File: src/rtl/uart_tx_fifo.sv
// rtl/uart_tx_fifo.sv - UART transmitter with TX FIFO and status word (optional parity: UART_TX_PARITY_EN)
module uart_tx_fifo #(
  parameter int DATA_W       = 8,
  parameter int FIFO_DEPTH   = 16,
  parameter int CLKS_PER_BIT = 434,
  parameter int STOP_BITS    = 1
) (
  input  logic              clk,
  input  logic              reset,
  input  logic              wr_valid,
  input  logic [DATA_W-1:0] wr_data,
  output logic              wr_ready,
  input  logic              clr_ovf,
  output logic [31:0]       status,
  output logic              tx_busy,
  output logic              uart_txd
);

  localparam int AW = $clog2(FIFO_DEPTH);
  localparam int BW = $clog2(CLKS_PER_BIT);

`ifdef UART_TX_PARITY_EN
  typedef enum logic [2:0] {S_IDLE, S_START, S_DATA, S_PARITY, S_STOP} state_t;
`else
  typedef enum logic [2:0] {S_IDLE, S_START, S_DATA, S_STOP} state_t;
`endif

  logic [DATA_W-1:0] mem [FIFO_DEPTH];
  logic [AW-1:0]     wr_ptr, rd_ptr;
  logic [AW:0]       level;
  logic              full, empty, push, pop, ovf;
  logic [DATA_W-1:0] head;
  logic [7:0]        level8;

  state_t            state, state_n;
  logic [BW-1:0]     baud_cnt, baud_n;
  logic [2:0]        bit_idx, bit_n;
  logic [DATA_W-1:0] data_r, data_n;
  logic              txd_n, bit_done;

  assign full     = (level == (AW+1)'(FIFO_DEPTH));
  assign empty    = (level == '0);
  assign wr_ready = !full;
  assign push     = wr_valid && !full;
  assign head     = mem[rd_ptr];
  assign tx_busy  = (state != S_IDLE);
  assign bit_done = (baud_cnt == BW'(CLKS_PER_BIT - 1));

  // FIFO storage; contents need no reset since level gates every read
  always_ff @(posedge clk) begin
    if (push) mem[wr_ptr] <= wr_data;
  end

  // FIFO pointers and level; a full FIFO never accepts, even alongside a pop
  always_ff @(posedge clk) begin
    if (reset) begin
      wr_ptr <= '0;
      rd_ptr <= '0;
      level  <= '0;
    end else begin
      if (push) wr_ptr <= wr_ptr + 1'b1;
      if (pop)  rd_ptr <= rd_ptr + 1'b1;
      case ({push, pop})
        2'b10:   level <= level + 1'b1;
        2'b01:   level <= level - 1'b1;
        default: level <= level;
      endcase
    end
  end

  // Sticky overflow; a dropped push in the same cycle as a clear keeps it set
  always_ff @(posedge clk) begin
    if (reset)                  ovf <= 1'b0;
    else if (wr_valid && full)  ovf <= 1'b1;
    else if (clr_ovf)           ovf <= 1'b0;
  end

  // Transmitter state register; the serial line is driven straight from a flop
  always_ff @(posedge clk) begin
    if (reset) begin
      state    <= S_IDLE;
      baud_cnt <= '0;
      bit_idx  <= '0;
      data_r   <= '0;
      uart_txd <= 1'b1;
    end else begin
      state    <= state_n;
      baud_cnt <= baud_n;
      bit_idx  <= bit_n;
      data_r   <= data_n;
      uart_txd <= txd_n;
    end
  end

  // Next-state logic; every bit boundary restarts the baud counter
  always_comb begin
    state_n = state;
    baud_n  = baud_cnt + 1'b1;
    bit_n   = bit_idx;
    data_n  = data_r;
    txd_n   = uart_txd;
    pop     = 1'b0;
    case (state)
      S_IDLE: begin
        baud_n = '0;
        txd_n  = 1'b1;
        if (!empty) begin
          pop     = 1'b1;
          data_n  = head;
          state_n = S_START;
          txd_n   = 1'b0;
        end
      end
      S_START: begin
        if (bit_done) begin
          baud_n  = '0;
          bit_n   = '0;
          state_n = S_DATA;
          txd_n   = data_r[0];
        end
      end
      S_DATA: begin
        if (bit_done) begin
          baud_n = '0;
          if (bit_idx == 3'(DATA_W - 1)) begin
            bit_n = '0;
`ifdef UART_TX_PARITY_EN
            state_n = S_PARITY;
            txd_n   = ^data_r;
`else
            state_n = S_STOP;
            txd_n   = 1'b1;
`endif
          end else begin
            bit_n = bit_idx + 1'b1;
            txd_n = data_r[bit_n];
          end
        end
      end
`ifdef UART_TX_PARITY_EN
      S_PARITY: begin
        if (bit_done) begin
          baud_n  = '0;
          bit_n   = '0;
          state_n = S_STOP;
          txd_n   = 1'b1;
        end
      end
`endif
      S_STOP: begin
        if (bit_done) begin
          baud_n = '0;
          if (bit_idx == 3'(STOP_BITS - 1)) begin
            bit_n = '0;
            if (!empty) begin
              pop     = 1'b1;
              data_n  = head;
              state_n = S_START;
              txd_n   = 1'b0;
            end else begin
              state_n = S_IDLE;
              txd_n   = 1'b1;
            end
          end else begin
            bit_n = bit_idx + 1'b1;
            txd_n = 1'b1;
          end
        end
      end
      default: begin
        state_n = S_IDLE;
        txd_n   = 1'b1;
      end
    endcase
  end

  // Status word assembled from current registered state
  always_comb begin
    level8          = '0;
    level8[AW:0]    = level;
    status          = '0;
    status[0]       = !full;
    status[1]       = empty;
    status[2]       = tx_busy;
    status[3]       = ovf;
    status[15:8]    = level8;
  end

endmodule

File: config.mk
export PLATFORM = sky130hd
export DESIGN_NAME = uart_tx_fifo
export DESIGN_NICKNAME = d
export VERILOG_FILES = /design/src/rtl/uart_tx_fifo.sv
export SDC_FILE = /design/constraint.sdc
export NUM_CORES = 1
export LEC_CHECK = 0
export BUFFER_PORTS_ARGS = -buffer_cell sky130_fd_sc_hd__buf_2
export CAP_MARGIN = 15
export CORE_MARGIN = 2
export CORE_UTILIZATION = 35
export CTS_CLUSTER_SIZE = 40
export DETAILED_ROUTE_END_ITERATION = 8
export GPL_ROUTABILITY_DRIVEN = 0
export GPL_TIMING_DRIVEN = 0
export HOLD_SLACK_MARGIN = 0.03
export PLACE_DENSITY = 0.54
export SKIP_LAST_GASP = 1
export SYNTH_ARGS = -nofsm -noshare
export SYNTH_HDL_FRONTEND = slang
export SYNTH_SLANG_ARGS = --single-unit
File: constraint.sdc
create_clock -name clk -period 5.4 [get_ports clk]
set_clock_uncertainty 0.15 [all_clocks]
set_input_delay 1.08 -clock clk [delete_from_list [all_inputs] [get_ports clk]]
set_output_delay 1.08 -clock clk [all_outputs]
set_load 0.005 [all_outputs]
=== Word level (Yosys, flattened, before mapping) ===
Memory sizes are Yosys's and may differ from the RTL's. A register that Yosys moved wholly into a read port is not among the register bits.
Cells that the tools add are included.

* Add/sub/neg operators: 6
* Equality and inequality tests: 14
* Mux-type cells: 40
* Reductions and logical operators: 16
* Magnitude comparators: 1

{| class="wikitable"
|+ Operators by type and width
! cell !! count
|-
| 3-bit two-way mux || 11
|-
| 8-bit two-way mux || 3
|-
| 9-bit case mux with 2 select lines || 1
|-
| 8-bit case mux with 2 select lines || 1
|-
| 1-bit two-way mux || 15
|-
| 2-bit != test, second input constant || 6
|-
| 3-bit case mux with 4 select lines || 1
|-
| 5-bit case mux with 2 select lines || 1
|-
| 9-bit by 1-bit adder with 9-bit output, second input constant || 1
|-
| 9-bit equality test, second input constant || 1
|-
| 9-bit two-way mux || 1
|-
| 3-bit case mux with 3 select lines || 1
|-
| 4-bit by 1-bit adder with 4-bit output, second input constant || 2
|-
| 4-bit two-way mux || 2
|-
| 3-bit by 2-bit equality test with 1-bit output, second input constant || 2
|-
| 3-bit logical NOT || 2
|-
| 3-bit AND reduction || 2
|-
| 6-bit AND reduction || 1
|-
| 2-bit nonzero test || 3
|-
| 3-bit nonzero test || 2
|-
| 5-bit by 1-bit adder with 5-bit output, second input constant || 1
|-
| 5-bit equality test, second input constant || 1
|-
| 5-bit logical NOT || 1
|-
| 5-bit by 1-bit subtractor with 5-bit output, second input constant || 1
|-
| other kinds (13) || 14
|}

* Memory bits (writable): 128
* Bits in registers: 38
* Memories: 1
* Output and inout bits: 35
* Input bits: 12

{| class="wikitable"
|+ Memories
! name !! depth !! width !! read ports !! clocked after Yosys merged registers in !! write ports !! line !! text
|-
| mem || 16 || 8 || 1 || 1 || 1 || 28 || <nowiki>logic [DATA_W-1:0] mem [FIFO_DEPTH];</nowiki>
|}

=== Logic depth before layout (Yosys ltp) ===
* Depth after elaboration: 7
* Depth in mapped cells: 14
* Gate-level depth less buffers: 13

=== Worst setup path after synthesis ===
OpenSTA, ideal clock, no wires.

* Kind: input to register
* Start: input port wr_valid
* End: register level[4]
* Cell stages on the path: 8
* Required time: 5127 ps
* Path buffers: 0
* Setup time: 123 ps
* Slack: 1928 ps
* Arrival: 3199 ps
* Cell sequence: a21boi_1 inv_1 ha_1 ha_1 nand3b_1 o31a_1 nor4_1 mux2_1

* Cells in the longest elaborated chain, start to end: 3
* Elaborated cells between the ends (all ways): 5
* Those cells by class: 2 x eq/ne; 1 x mux; 2 x reduce/logical

{| class="wikitable"
|+ Ends and longest elaborated chain
! element !! line !! text
|-
| from (decl) || 10 || <nowiki>input logic wr_valid,</nowiki>
|-
| 1-bit logical AND (*) || 44 || <nowiki>assign push = wr_valid && !full;</nowiki>
|-
| 2-bit by 1-bit equality test with 1-bit output or 2-bit equality test (tied branches) || 63 || <nowiki>case ({push, pop})</nowiki>
|-
| 5-bit case mux with 2 select lines or 2-bit nonzero test (tied branches) || n/a ||
|-
| to (signal assigned) || 64 || <nowiki>2'b10: level <= level + 1'b1;</nowiki>
|-
| to (signal assigned) || 65 || <nowiki>2'b01: level <= level - 1'b1;</nowiki>
|-
| to (signal assigned) || 66 || <nowiki>default: level <= level;</nowiki>
|-
| to (decl) || 30 || <nowiki>logic [AW:0] level;</nowiki>
|}

Every way passes the cells marked *; elsewhere a longest branch is shown, timed or not.
A chain may end at the register's enable or synchronous reset.

=== Final worst setup path ===
Same ends and word-level chain as after synthesis.

==> summary.log <==
qor: status.status complete, no violations
qor: sta.finalSetupViolCount 0
qor: floorplan.row_count 53
qor: yosys.synth_seq_area_share 62.4%
qor: placed_design.cell_area_after_placement 8040 um2
qor: clock_tree.postCtsHoldBufs 0
qor: sta.final-max-slew-violation-count 0
qor: global_routing.globalRouteOverflowTotal 0
qor: min_path.hold_class register to register
qor: global_routing.grt_pass1_wl 23.7 mm
qor: critical_path.endpoint_of_the_worst_register_to_register_path level[4]
qor: placed_design.placement.io_buffers 22
qor: floorplan.floorplan.die_area 22500 um2
qor: yosys.synth_compound_area_share 3.67%
qor: run.maxCapViolCount 0
qor: yosys.average_size_of_a_mapped_cell 15.8 um2
qor: floorplan.core-area 21000 um2
qor: yosys.number_of_synthesized_flops_with_an_enable_pin 128
qor: floorplan.die_height 150 um
qor: detailed_routing.routed_via_density 4.88
qor: global_routing.groute.usage.overall 14.4%
qor: clock_tree.cts.repair_timing.setup_buffer_count 0
qor: placed_design.detailedPlacementHpwl 10.2 mm
qor: min_path.hold_path.startpoint baud_cnt[0]
qor: critical_path.setup.reg_to_reg.worst_slack 1.93 ns
qor: detailed_routing.antenna_left 0
qor: min_path.whs_endpoint baud_cnt[0]
qor: floorplan.die_w 150 um
qor: yosys.synthDominantCellAreaShare 51.4%
qor: pwr.total_leakage_power 0.00303 uW
qor: clock_tree.cts.repair.resized 0
qor: pwr.peakVddDrop 0.224 mV
qor: finish.layout-drive-gt1-share 24.2%
qor: yosys.synth_flop_cell edfxtp_1
qor: global_routing.grt_antenna_before_repair 0
qor: critical_path.critPathRequiredTime 5.56 ns
qor: clock_tree.cts_buffers 17
qor: sta.worst-slew-pin-transition 0.814 ns
qor: clock_tree.cts_tree built
qor: pwr.power_density 434 nW/um2
qor: clock_tree.worst_skew_pair.late_latency 0.44 ns
qor: critical_path.reg2reg_depth 11
qor: critical_path.crit_reg_reg_startpoint bit_idx[0]
qor: finish.synthToLayoutAreaGrowth 14.7%
qor: yosys.synth_top_family_by_area multiplexers
qor: placed_design.place_ws 1.35 ns
qor: sta.timing.slew.headroom 45.3%
qor: detailed_routing.drt_iter0_drc 282
qor: yosys.synth_cell_types 57
qor: critical_path.critical_path.startpoint_type input pin
qor: detailed_routing.route.final.wire_length 15.1 mm
qor: clock_tree.ctsHtreeMaxLevel 4
qor: yosys.ys.warnings.count 0
qor: finish.multi_input_area 2420 um2
qor: min_path.holdPathStages 1
qor: floorplan.io-pin-count 47
qor: sta.finalCriticalPeriod 3.64 ns
qor: critical_path.cp-startpoint wr_valid
qor: finish.finalInstanceArea 8580 um2
qor: finish.num_antenna_cells 0
qor: clock_tree.cts.clk_slew.worst_paths 0.06 ns
qor: global_routing.maximum_number_of_pins_on_one_net_before_global_route_repair 17
qor: clock_tree.clk_root_buffer_cell clkbuf_16
qor: yosys.synth_top_cells_by_area edfxtp_1 51%, dfxtp_1 11%, mux4_2 7.5%
qor: detailed_routing.detail_route.wl_per_cell 18.2 um
qor: yosys.syn_area 7470 um2
qor: detailed_routing.drtPass1Iterations 4
qor: finish.layout.cells.most_common_list 128 x edfxtp_1, 57 x nor2_1, 41 x dfxtp_1
qor: finish.seq_area 4660 um2
qor: placed_design.place_inst 796
qor: yosys.synth_mux_area_share 15.5%
qor: finish.layout.filler_cells 1897
qor: critical_path.critPathArrivalTime 3.79 ns
qor: yosys.synth_xor_area_share 1.76%
qor: sta.grt_setup_unrepaired no
qor: yosys.postSynthRegisterBits 169
qor: sta.final.setup.tns 0 ns
qor: global_routing.grt_pass1_vias 4048
qor: yosys.synthesis.instances 473
qor: sta.post-route-period-util 67.3%
qor: clock_tree.numClockSinks 169
qor: finish.finish.cell_count_without_fillers 828
qor: sta.finalHoldViolCount 0
qor: detailed_routing.drcViolationCount 0
qor: sta.fmax 275 MHz
qor: critical_path.critPathKind input pin to register
qor: yosys.post_synth_fa_ha_maj_area_fraction 3.01%
qor: yosys.asyncSetResetFlopFracSynth 0%
qor: finish.final_net_count 570
qor: critical_path.worstSetupEndpointType register
qor: clock_tree.maximum_count_of_clock_buffers_along_a_single_path 2
qor: finish.final_common_cell edfxtp_1
qor: floorplan.floorplan.initialDensity 35.6%
qor: detailed_routing.vias 4037
qor: yosys.yosys.area.top_type edfxtp_1
qor: critical_path.top_fanout_value_on_the_critical_path 9
qor: yosys.synth-simple-area-share 7.37%
qor: sta.fin_ws 1.76 ns
==> power breakdown <==
| group | total [uW] | switching [uW] | internal (uW) | leakage [uW] |
|---|---|---|---|---|
| Clock | 1130 | 533 | 599 | 0.000271 |
| Combinational | 1040 | 549 | 494 | 0.00126 |
| Sequential | 1550 | 57.8 | 1490 | 0.00149 |
==> synthesized netlist by cell type (all sizes together) (2+ instances only) <==
cell type / n
a2111oi: 2
a211o: 2
a21o: 3
a21oi: 12
and3: 2
and3b: 2
buf: 35
clkbuf: 13
dfxtp: 41
edfxtp: 128
ha: 18
inv: 16
mux2: 4
mux2i: 10
mux4: 42
nand2: 15
nand2b: 5
nand3: 8
nand4: 3
nor2: 57
nor3: 8
nor3b: 3
nor4: 2
o21ai: 6
o31a: 2
xnor2: 7
xor2: 8
==> stage by stage <==
| step | hold slack [ns] | util, % | power [uW] |
|---|---|---|---|
| finish | 0.326 | 40.8 | 3720 |
| CTS | 0.331 | 40.8 | 3750 |
| global route | 0.348 | 40.8 | 3930 |
| floorplan | 0.280 | - | 2340 |
| global placement | 0.292 | 38.1 | 2600 |
| detailed placement | 0.317 | 38.2 | 2620 |
==> registers in the layout (all words and copies together) (netlist names), named ones only <==
name / cells
baud_cnt: 9
bit_idx: 3
data_r: 8
level: 5
mem: 128
ovf: 1
rd_ptr: 4
state: 2
uart_txd: 1
wr_ptr: 4
==> layer usage <==
| layer | vias up | global-route usage (%) | part of all wire, % |
|---|---|---|---|
| met5 | - | 0 | 0 |
| met1 | 2045 | 19.0 | 46 |
| met2 | 93 | 23.7 | 49 |
| met3 | 14 | 3.30 | 3.7 |
| met4 | 0 | 4.72 | 1.1 |
| li1 | 1885 | - | - |
==> worst max-delay path: stages <==
cell	delay, ns
buf_2	0.14
a21boi_1	0.65
inv_1	0.11
ha_1	0.34
ha_1	0.40
nand3b_1	0.14
o31a_1	0.26
nor4_1	0.33
mux2_1	0.35
==> cell families after synthesis <==
kind of cell	count (synthesis)
AO/OA/AOI/OAI	37
XOR/XNOR	15
adder cells (fa/ha/maj)	18
buffers and inverters	64
flip-flops	169
multiplexers	56
other	1
AND/OR/NAND/NOR	113
==> cell type report <==
class / count / area share [%]
repair buffers: 26 / 1.58
clock inverters: 14 / 1.30
flip-flops and latches: 169 / 54.4
multi-input cells: 262 / 28.2
plain buffers: 48 / 4.77
clock buffers: 18 / 5.00
well taps: 275 / 4.01
inverters: 16 / 0.700
==> worst max-delay path by stage <==
stage	depth (start not counted)	endpoint
final	9	level[4]
after global routing	10	level[4]
after CTS	9	level[4]
after detailed placement	9	level[4]
after global placement	9	level[4]
after floorplan	8	level[4]
No activity file was read; power rests on OpenSTA's default activity.
